<file path="src/rtl/uart_rx.sv">
// uart_rx: oversampling 8N1-style serial receiver driven by an external oversampling tick.
//   clk_in        system clock, rising edge
//   rst_in        asynchronous active-high reset
//   divpulse_in   one-cycle tick at OVERSAMPLING_RATE x baud (may be held high: one tick per clock)
//   rx_in         asynchronous serial line, idle high
//   data_out      last good word (LSB first on the line)
//   valid_out     one-cycle pulse when data_out updates
//   frame_err_out one-cycle pulse on a bad stop bit
//   busy_out      high whenever the receiver is not idle
// Optional: define UART_RX_MAJORITY_EN for a three-tick majority vote on every bit decision.
module uart_rx #(
  parameter int OVERSAMPLING_RATE = 8,
  parameter int DATA_BITS = 8
) (
  input  logic                 clk_in,
  input  logic                 rst_in,
  input  logic                 divpulse_in,
  input  logic                 rx_in,
  output logic [DATA_BITS-1:0] data_out,
  output logic                 valid_out,
  output logic                 frame_err_out,
  output logic                 busy_out
);
  localparam int TW = $clog2(OVERSAMPLING_RATE);
  localparam int BW = $clog2(DATA_BITS + 1);
  localparam logic [TW-1:0] T_LAST = TW'(OVERSAMPLING_RATE - 1);
  // tick_cnt value on the tick that brings it to OVERSAMPLING_RATE/2
  localparam logic [TW-1:0] T_MID = TW'(OVERSAMPLING_RATE / 2 - 1);
  localparam logic [BW-1:0] B_LAST = BW'(DATA_BITS - 1);
`ifdef UART_RX_MAJORITY_EN
  // Every decision moves one tick later so the vote window straddles the nominal sample tick.
  localparam logic [TW-1:0] T_FIRST = '0;
`else
  localparam logic [TW-1:0] T_FIRST = TW'(1);
`endif

  typedef enum logic [2:0] {IDLE, START, DATA, STOP, WAIT_IDLE} state_t;

  state_t               state_q, state_d;
  logic [1:0]           sync_q;
  logic [TW-1:0]        tick_q, tick_d;
  logic [BW-1:0]        bit_q, bit_d;
  logic [DATA_BITS-1:0] sr_q, sr_d, data_q, data_d;
  logic                 valid_q, valid_d, ferr_q, ferr_d;
  logic                 rx_s, smp, wrap;

  assign rx_s = sync_q[1];
  assign wrap = tick_q == T_LAST;

`ifdef UART_RX_MAJORITY_EN
  logic [1:0] hist_q;
  always_ff @(posedge clk_in or posedge rst_in)
    if (rst_in) hist_q <= 2'b11;
    else if (divpulse_in) hist_q <= {hist_q[0], rx_s};
  assign smp = (hist_q[0] & hist_q[1]) | (hist_q[0] & rx_s) | (hist_q[1] & rx_s);
`else
  assign smp = rx_s;
`endif

  always_comb begin
    state_d = state_q;
    tick_d  = tick_q;
    bit_d   = bit_q;
    sr_d    = sr_q;
    data_d  = data_q;
    valid_d = 1'b0;
    ferr_d  = 1'b0;
    if (divpulse_in) begin
      tick_d = wrap ? '0 : tick_q + 1'b1;
      case (state_q)
        IDLE: begin
          tick_d  = rx_s ? '0 : T_FIRST;
          state_d = rx_s ? IDLE : START;
        end
        START:
          if (tick_q == T_MID) begin
            state_d = smp ? IDLE : DATA;
            tick_d  = '0;
            bit_d   = '0;
          end
        DATA:
          if (wrap) begin
            sr_d    = {smp, sr_q[DATA_BITS-1:1]};
            bit_d   = bit_q + 1'b1;
            state_d = (bit_q == B_LAST) ? STOP : DATA;
          end
        STOP:
          if (wrap) begin
            state_d = smp ? IDLE : WAIT_IDLE;
            valid_d = smp;
            ferr_d  = !smp;
            data_d  = smp ? sr_q : data_q;
          end
        WAIT_IDLE: begin
          tick_d  = '0;
          state_d = rx_s ? IDLE : WAIT_IDLE;
        end
        default: state_d = IDLE;
      endcase
    end
  end

  always_ff @(posedge clk_in or posedge rst_in)
    if (rst_in) begin
      state_q <= IDLE;
      sync_q  <= 2'b11;
      tick_q  <= '0;
      bit_q   <= '0;
      sr_q    <= '0;
      data_q  <= '0;
      valid_q <= 1'b0;
      ferr_q  <= 1'b0;
    end else begin
      state_q <= state_d;
      sync_q  <= {sync_q[0], rx_in};
      tick_q  <= tick_d;
      bit_q   <= bit_d;
      sr_q    <= sr_d;
      data_q  <= data_d;
      valid_q <= valid_d;
      ferr_q  <= ferr_d;
    end

  assign data_out      = data_q;
  assign valid_out     = valid_q;
  assign frame_err_out = ferr_q;
  assign busy_out      = state_q != IDLE;
endmodule

</file>
<file path="config.mk">
export PLATFORM = sky130hd
export DESIGN_NAME = uart_rx
export DESIGN_NICKNAME = d
export VERILOG_FILES = /design/src/rtl/uart_rx.sv
export SDC_FILE = /design/constraint.sdc
export NUM_CORES = 1
export LEC_CHECK = 0
export CAP_MARGIN = 20
export CORE_ASPECT_RATIO = 0.8
export CORE_MARGIN = 1
export CORE_UTILIZATION = 27
export CTS_CLUSTER_DIAMETER = 80
export DETAILED_ROUTE_END_ITERATION = 8
export GPL_TIMING_DRIVEN = 0
export PLACE_DENSITY_LB_ADDON = 0.2
export SLEW_MARGIN = 20
export SYNTH_ARGS = -nofsm -noshare
export SYNTH_HDL_FRONTEND = slang
export SYNTH_SLANG_ARGS = --single-unit
</file>
<file path="constraint.sdc">
create_clock -name clk_in -period 2 [get_ports clk_in]
set_clock_uncertainty 0.2 [all_clocks]
set_input_delay 0.3 -clock clk_in [delete_from_list [all_inputs] [get_ports clk_in]]
set_output_delay 0.3 -clock clk_in [all_outputs]
set_load 0.02 [all_outputs]
</file>
[Word level (Yosys, flattened, before mapping)]
Cells that the tools add are included.
W data, S select, Z words.
Cells by class
  add/subtract/negate cells: 2
  equal/unequal tests: 10
  multiplexer cells: 20
  reductions and logical operators: 8
Operator list (number)
  $mux W3: 6
  $pmux W3 S5: 1
  $reduce_and A4 Y1: 3
  $eq A3 B2 Y1 const B: 3
  $pmux W3 S3: 1
  $mux W1: 8
  $mux W4: 2
  $pmux W4 S2: 1
  $eq A3 B3 Y1 const B: 2
  $ne A2 B2 Y1 const B: 3
  $add A4 B1 Y4 const B: 1
  $eq A4 B3 Y1 const B: 1
  $add A3 B1 Y3 const B: 1
  $eq A3 B1 Y1 const B: 1
  $logic_not A3 Y1: 1
  $reduce_and A3 Y1: 1
  $reduce_bool A3 Y1: 1
  $mux W2: 1
  $reduce_bool A2 Y1: 1
  $logic_not A1 Y1: 1
Storage, ports and cells
  flip-flop bits (word level): 30
  output and inout bits: 11
  logic and storage cells: 48

[Depth between registers and ports, before layout]
  word-level depth: 4
  gate-level depth with buffers: 6

[Least setup slack after synthesis]
OpenSTA, ideal clock, no wires.
  path type: register to register
  start point: reg tick_q[0]
  end point: reg sr_q[0]
  library setup time: 0.125 ns
  arrival time: 1.683 ns
  setup slack: -0.008 ns
  stages on the path, launching flop included: 6
  path buffers: 0
  clock period less this slack: 2.008 ns
  cells stage by stage: dfrtp_1 ha_1 ha_1 nand3b_1 nor3_2 mux2_2
On the way
  word-level cells in the longest chain between the ends: 2
Ends and longest elaborated chain
  start, declared: line 41  | logic [TW-1:0] tick_q, tick_d;
  start signal, assigned: line 116  | tick_q <= tick_d;
  $eq A3 B3 Y1: line 48  | assign wrap = tick_q == T_LAST;
  $reduce_and A3 Y1 (no line)
  end signal, assigned: line 118  | sr_q <= sr_d;
  end, declared: line 43  | logic [DATA_BITS-1:0] sr_q, sr_d, data_q, data_d;
No other way between the ends.
A chain may end at the register's enable or synchronous reset.

[Final worst setup path]
  start point: reg tick_q[0]
  end point: reg bit_q[3]
On the way
  word-level cells in the longest chain between the ends: 3
  elaborated cells between the ends (all ways): 5
Ends and longest elaborated chain
  $eq A3 B2 Y1 / $eq A3 B3 Y1 (equally long branches): line 76, 48
  $ne A2 B2 Y1 (no line)
  $reduce_and A4 Y1 (no line) *
  end signal, assigned: line 117  | bit_q <= bit_d;
  end, declared: line 42  | logic [BW-1:0] bit_q, bit_d;
Mark *: on every way between the ends. The rest lies on a longest branch, timed or not.

==> results.py <==
metrics = {
    "synthesis": {
        "synthArstFlopShare_pct": 100,
        "synth.most_common_cell": "dfrtp_1",
        "netlist_instances": 109,
        "ys_seq_elements": 30,
        "synth_top_area_share_pct": 52.0,
        "synth_edf_count": 0,
        "ys_seq_area_share_pct": 55.9,
        "synthTopCellsByCount": "dfrtp_1 (28), mux2_2 (18), nand2_1 (7)",
        "synth_top_area_cell": "dfrtp_1",
        "ys_types": 31,
        "yosysWarnings": 0,
        "yosys_most_used_dff": "dfrtp_1",
        "syn-num-nets": 118,
        "synth_area_leaders": "dfrtp_1 (52%), mux2_2 (15%), ha_1 (4.6%)",
        "synth.avg_cell_area_um2": 12.4,
        "netlist_area_um2": 1350,
    },
    "worst_setup_path": {
        "crit_path_end_kind": "flip-flop",
        "path_max_fanout": 3,
        "crit_chain": "ha_4, ha_2, nand3b_1, a211o_1, or4_1, nand3_1",
        "cp-start-kind": "flip-flop",
        "worstSetupPathType": "flip-flop to flip-flop",
        "cp.required_ps": 2020,
        "rrSetupSlack_ps": 20,
        "worst_path_max_delay_cell": "or4_1",
        "slowest_delay_ps": 460,
        "critical_path_buf_inv_count": 0,
        "cp.arrival_ps": 1990,
        "path_delay_family": "simple AND/OR/NAND/NOR gates",
    },
    "timing": {
        "final_max_slew_viol_count": 0,
        "finalSetupViolations": 0,
        "hold_violations": 0,
        "period_share_pct": 98.8,
        "setup-tns-final_ps": 0,
        "clock.fmax_ghz": 0.506,
        "fin_crit_ps": 1980,
        "rsz0062_at_grt": "true",
        "tightest_slew_ps": 613,
        "slew_headroom_pct": 59.1,
    },
    "cts": {
        "clk_pin_slew_worst_paths_ps": 70,
        "cts_tree": "yes",
        "clockBufferDepth": 2,
        "cts.sinks": 30,
        "cts_made_buffers": 5,
        "ctsHoldBuffers": 0,
        "clock_latency_ps": 280,
        "ctsHtreeMaxLevel": 2,
        "cts-root-buf": "clkbuf_8",
    },
    "pwr": {
        "internal_power_mw": 1.28,
        "clkPwrFrac_pct": 27.1,
        "p_switching_mw": 0.613,
        "powerDensity_nw_per_um2": 1020,
        "finalPower_mw": 1.89,
        "pwr-share-seq_pct": 42.0,
        "p_sw_share_pct": 32.4,
        "ir_drop_uv": 292,
        "p_leak_nw": 0.817,
        "comb_power_share_pct": 30.8,
    },
    "floorplanning": {
        "io_pins": 15,
        "fp-row-count": 22,
        "dieHeight_um": 65.2,
        "core_um2": 4680,
        "start_util_pct": 28.8,
        "fp.dieW_um": 81.0,
        "dieArea_um2": 5280,
    },
    "placed_design": {
        "dp.cells": 183,
        "place_area_um2": 1570,
        "port_buffers": 14,
        "place_congestion": 0.869,
        "hpwl_um": 1620,
    },
    "run": {
        "max-cap-violations": 0,
    },
    "cells_and_area": {
        "final_cells": 200,
        "nNetsFinal": 148,
        "postLayoutCellArea_um2": 1850,
        "nFillCells": 449,
        "antenna_cells": 0,
        "drive_gt1_share_pct": 34.3,
        "area_growth_pct": 37.0,
    },
    "global_routing": {
        "grt_overflow_total": 0,
        "antenna_found_initial": 0,
        "grt_util_all_layers_pct": 11.5,
        "grt_max_degree": 31,
        "grt_pass1_vias": 936,
        "grt_pass1_wl_um": 4450,
    },
    "routing": {
        "totalWireLength_um": 2710,
        "drtIter0Drc": 77,
        "viasPerCell": 4.81,
        "wl_per_cell_um": 13.6,
        "route.detailed.drc": 0,
        "num_vias": 961,
        "drtPass1Iterations": 4,
        "final_antenna_net_count": 0,
    },
    "hold_path": {
        "hold_path.class": "flip-flop to flip-flop",
    },
    "outcome": {
        "status": "finished clean",
    },
}
==> kinds of logic after synthesis <==
kind of cell | after synthesis | synth area share (%)
flops | 30 | 55.9
simple gates | 29 | 12.5
compound gates | 19 | 9.56
mux | 18 | 15.0
buf+inv | 8 | 2.32
fa+ha+maj | 5 | 4.64
==> cell usage in the layout, fill, tap and decap left out, types with 3 or more instances in the layout <==
master           instances
nand3b_1                 4
buf_4                    6
clkdlybuf4s50_1         13
clkbuf_8                 7
o21ai_0                  6
dfrtp_1                 28
buf_2                    3
mux2_4                   8
nand3_1                  4
inv_1                    3
mux2_2                  10
nand2_1                  7
==> what timing repair did <==
action | 4_1_cts | 5_1_grt
endpoints found under the setup margin | 19 | 20
pin swaps | 4 | 5
resized for setup | 15 | 10
cloned | 0 | 1
setup buffers | 5 | 3
==> sequential cells by signal (all words and copies together) (netlist names) <==
signal / flops
bit_q: 4
sr_q: 8
data_out: 8
frame_err_out: 1
state_q: 3
tick_q: 3
valid_out: 1
sync_q: 2
==> path summary, 6_finish.rpt <==
kind,start,end,cells past startpoint
setup / recovery,tick_q[0],bit_q[3],6
hold / removal,sync_q[0],sync_q[1],0
setup reg to reg,tick_q[0],bit_q[3],6
hold reg to reg,sync_q[0],sync_q[1],0
max in group asynchronous,rst_in,data_out[6],2
min in group asynchronous,rst_in,valid_out,2
==> worst register-to-register path, delay by kind of cell (launching register included) <==
kind            cells  cell delay (ps)
simple gates        3              660
flops               1              400
fa+ha+maj           2              360
compound gates      1              290
==> layer usage <==
| layer | vias up | share of wire (%) | track usage, % |
|---|---|---|---|
| li1 | 453 | - | - |
| met2 | 21 | 45 | 16.3 |
| met5 | - | 0 | 0 |
| met1 | 482 | 48 | 14.9 |
| met4 | 0 | 1.5 | 5.58 |
| met3 | 5 | 5.0 | 4.72 |
==> layout make-up <==
cell class / count / area, um2 / area share (%)
flip-flops and latches: 30 / 753 / 40.8
plain buffers: 4 / 31.3 / 1.69
inverters: 4 / 15.0 / 0.813
clock inverters: 2 / 12.5 / 0.678
repair buffers: 23 / 245 / 13.3
multi-input cells: 71 / 632 / 34.2
clock buffers: 6 / 82.6 / 4.47
well taps: 60 / 75.1 / 4.07
==> power by group through the flow <==
stage / clock network, mW / registers, mW / logic [mW]
after floorplan: 0 / 0.779 / 0.356
after global placement: 0 / 0.792 / 0.444
after detailed placement: 0 / 0.804 / 0.456
after CTS: 0.523 / 0.792 / 0.559
after global routing: 0.552 / 0.810 / 0.654
final: 0.512 / 0.794 / 0.582
==> through the flow <==
step                      utilization [%]  setup slack [ps]  hold slack (ps)
after floorplan                         -              31.4              104
after global placement               33.5              -239              147
after detailed placement             33.5              -266              149
after CTS                            37.7             -18.5              155
after global routing                 39.5             -48.0              167
final                                39.5              24.6              154
No activity file was read; power rests on OpenSTA's default activity.
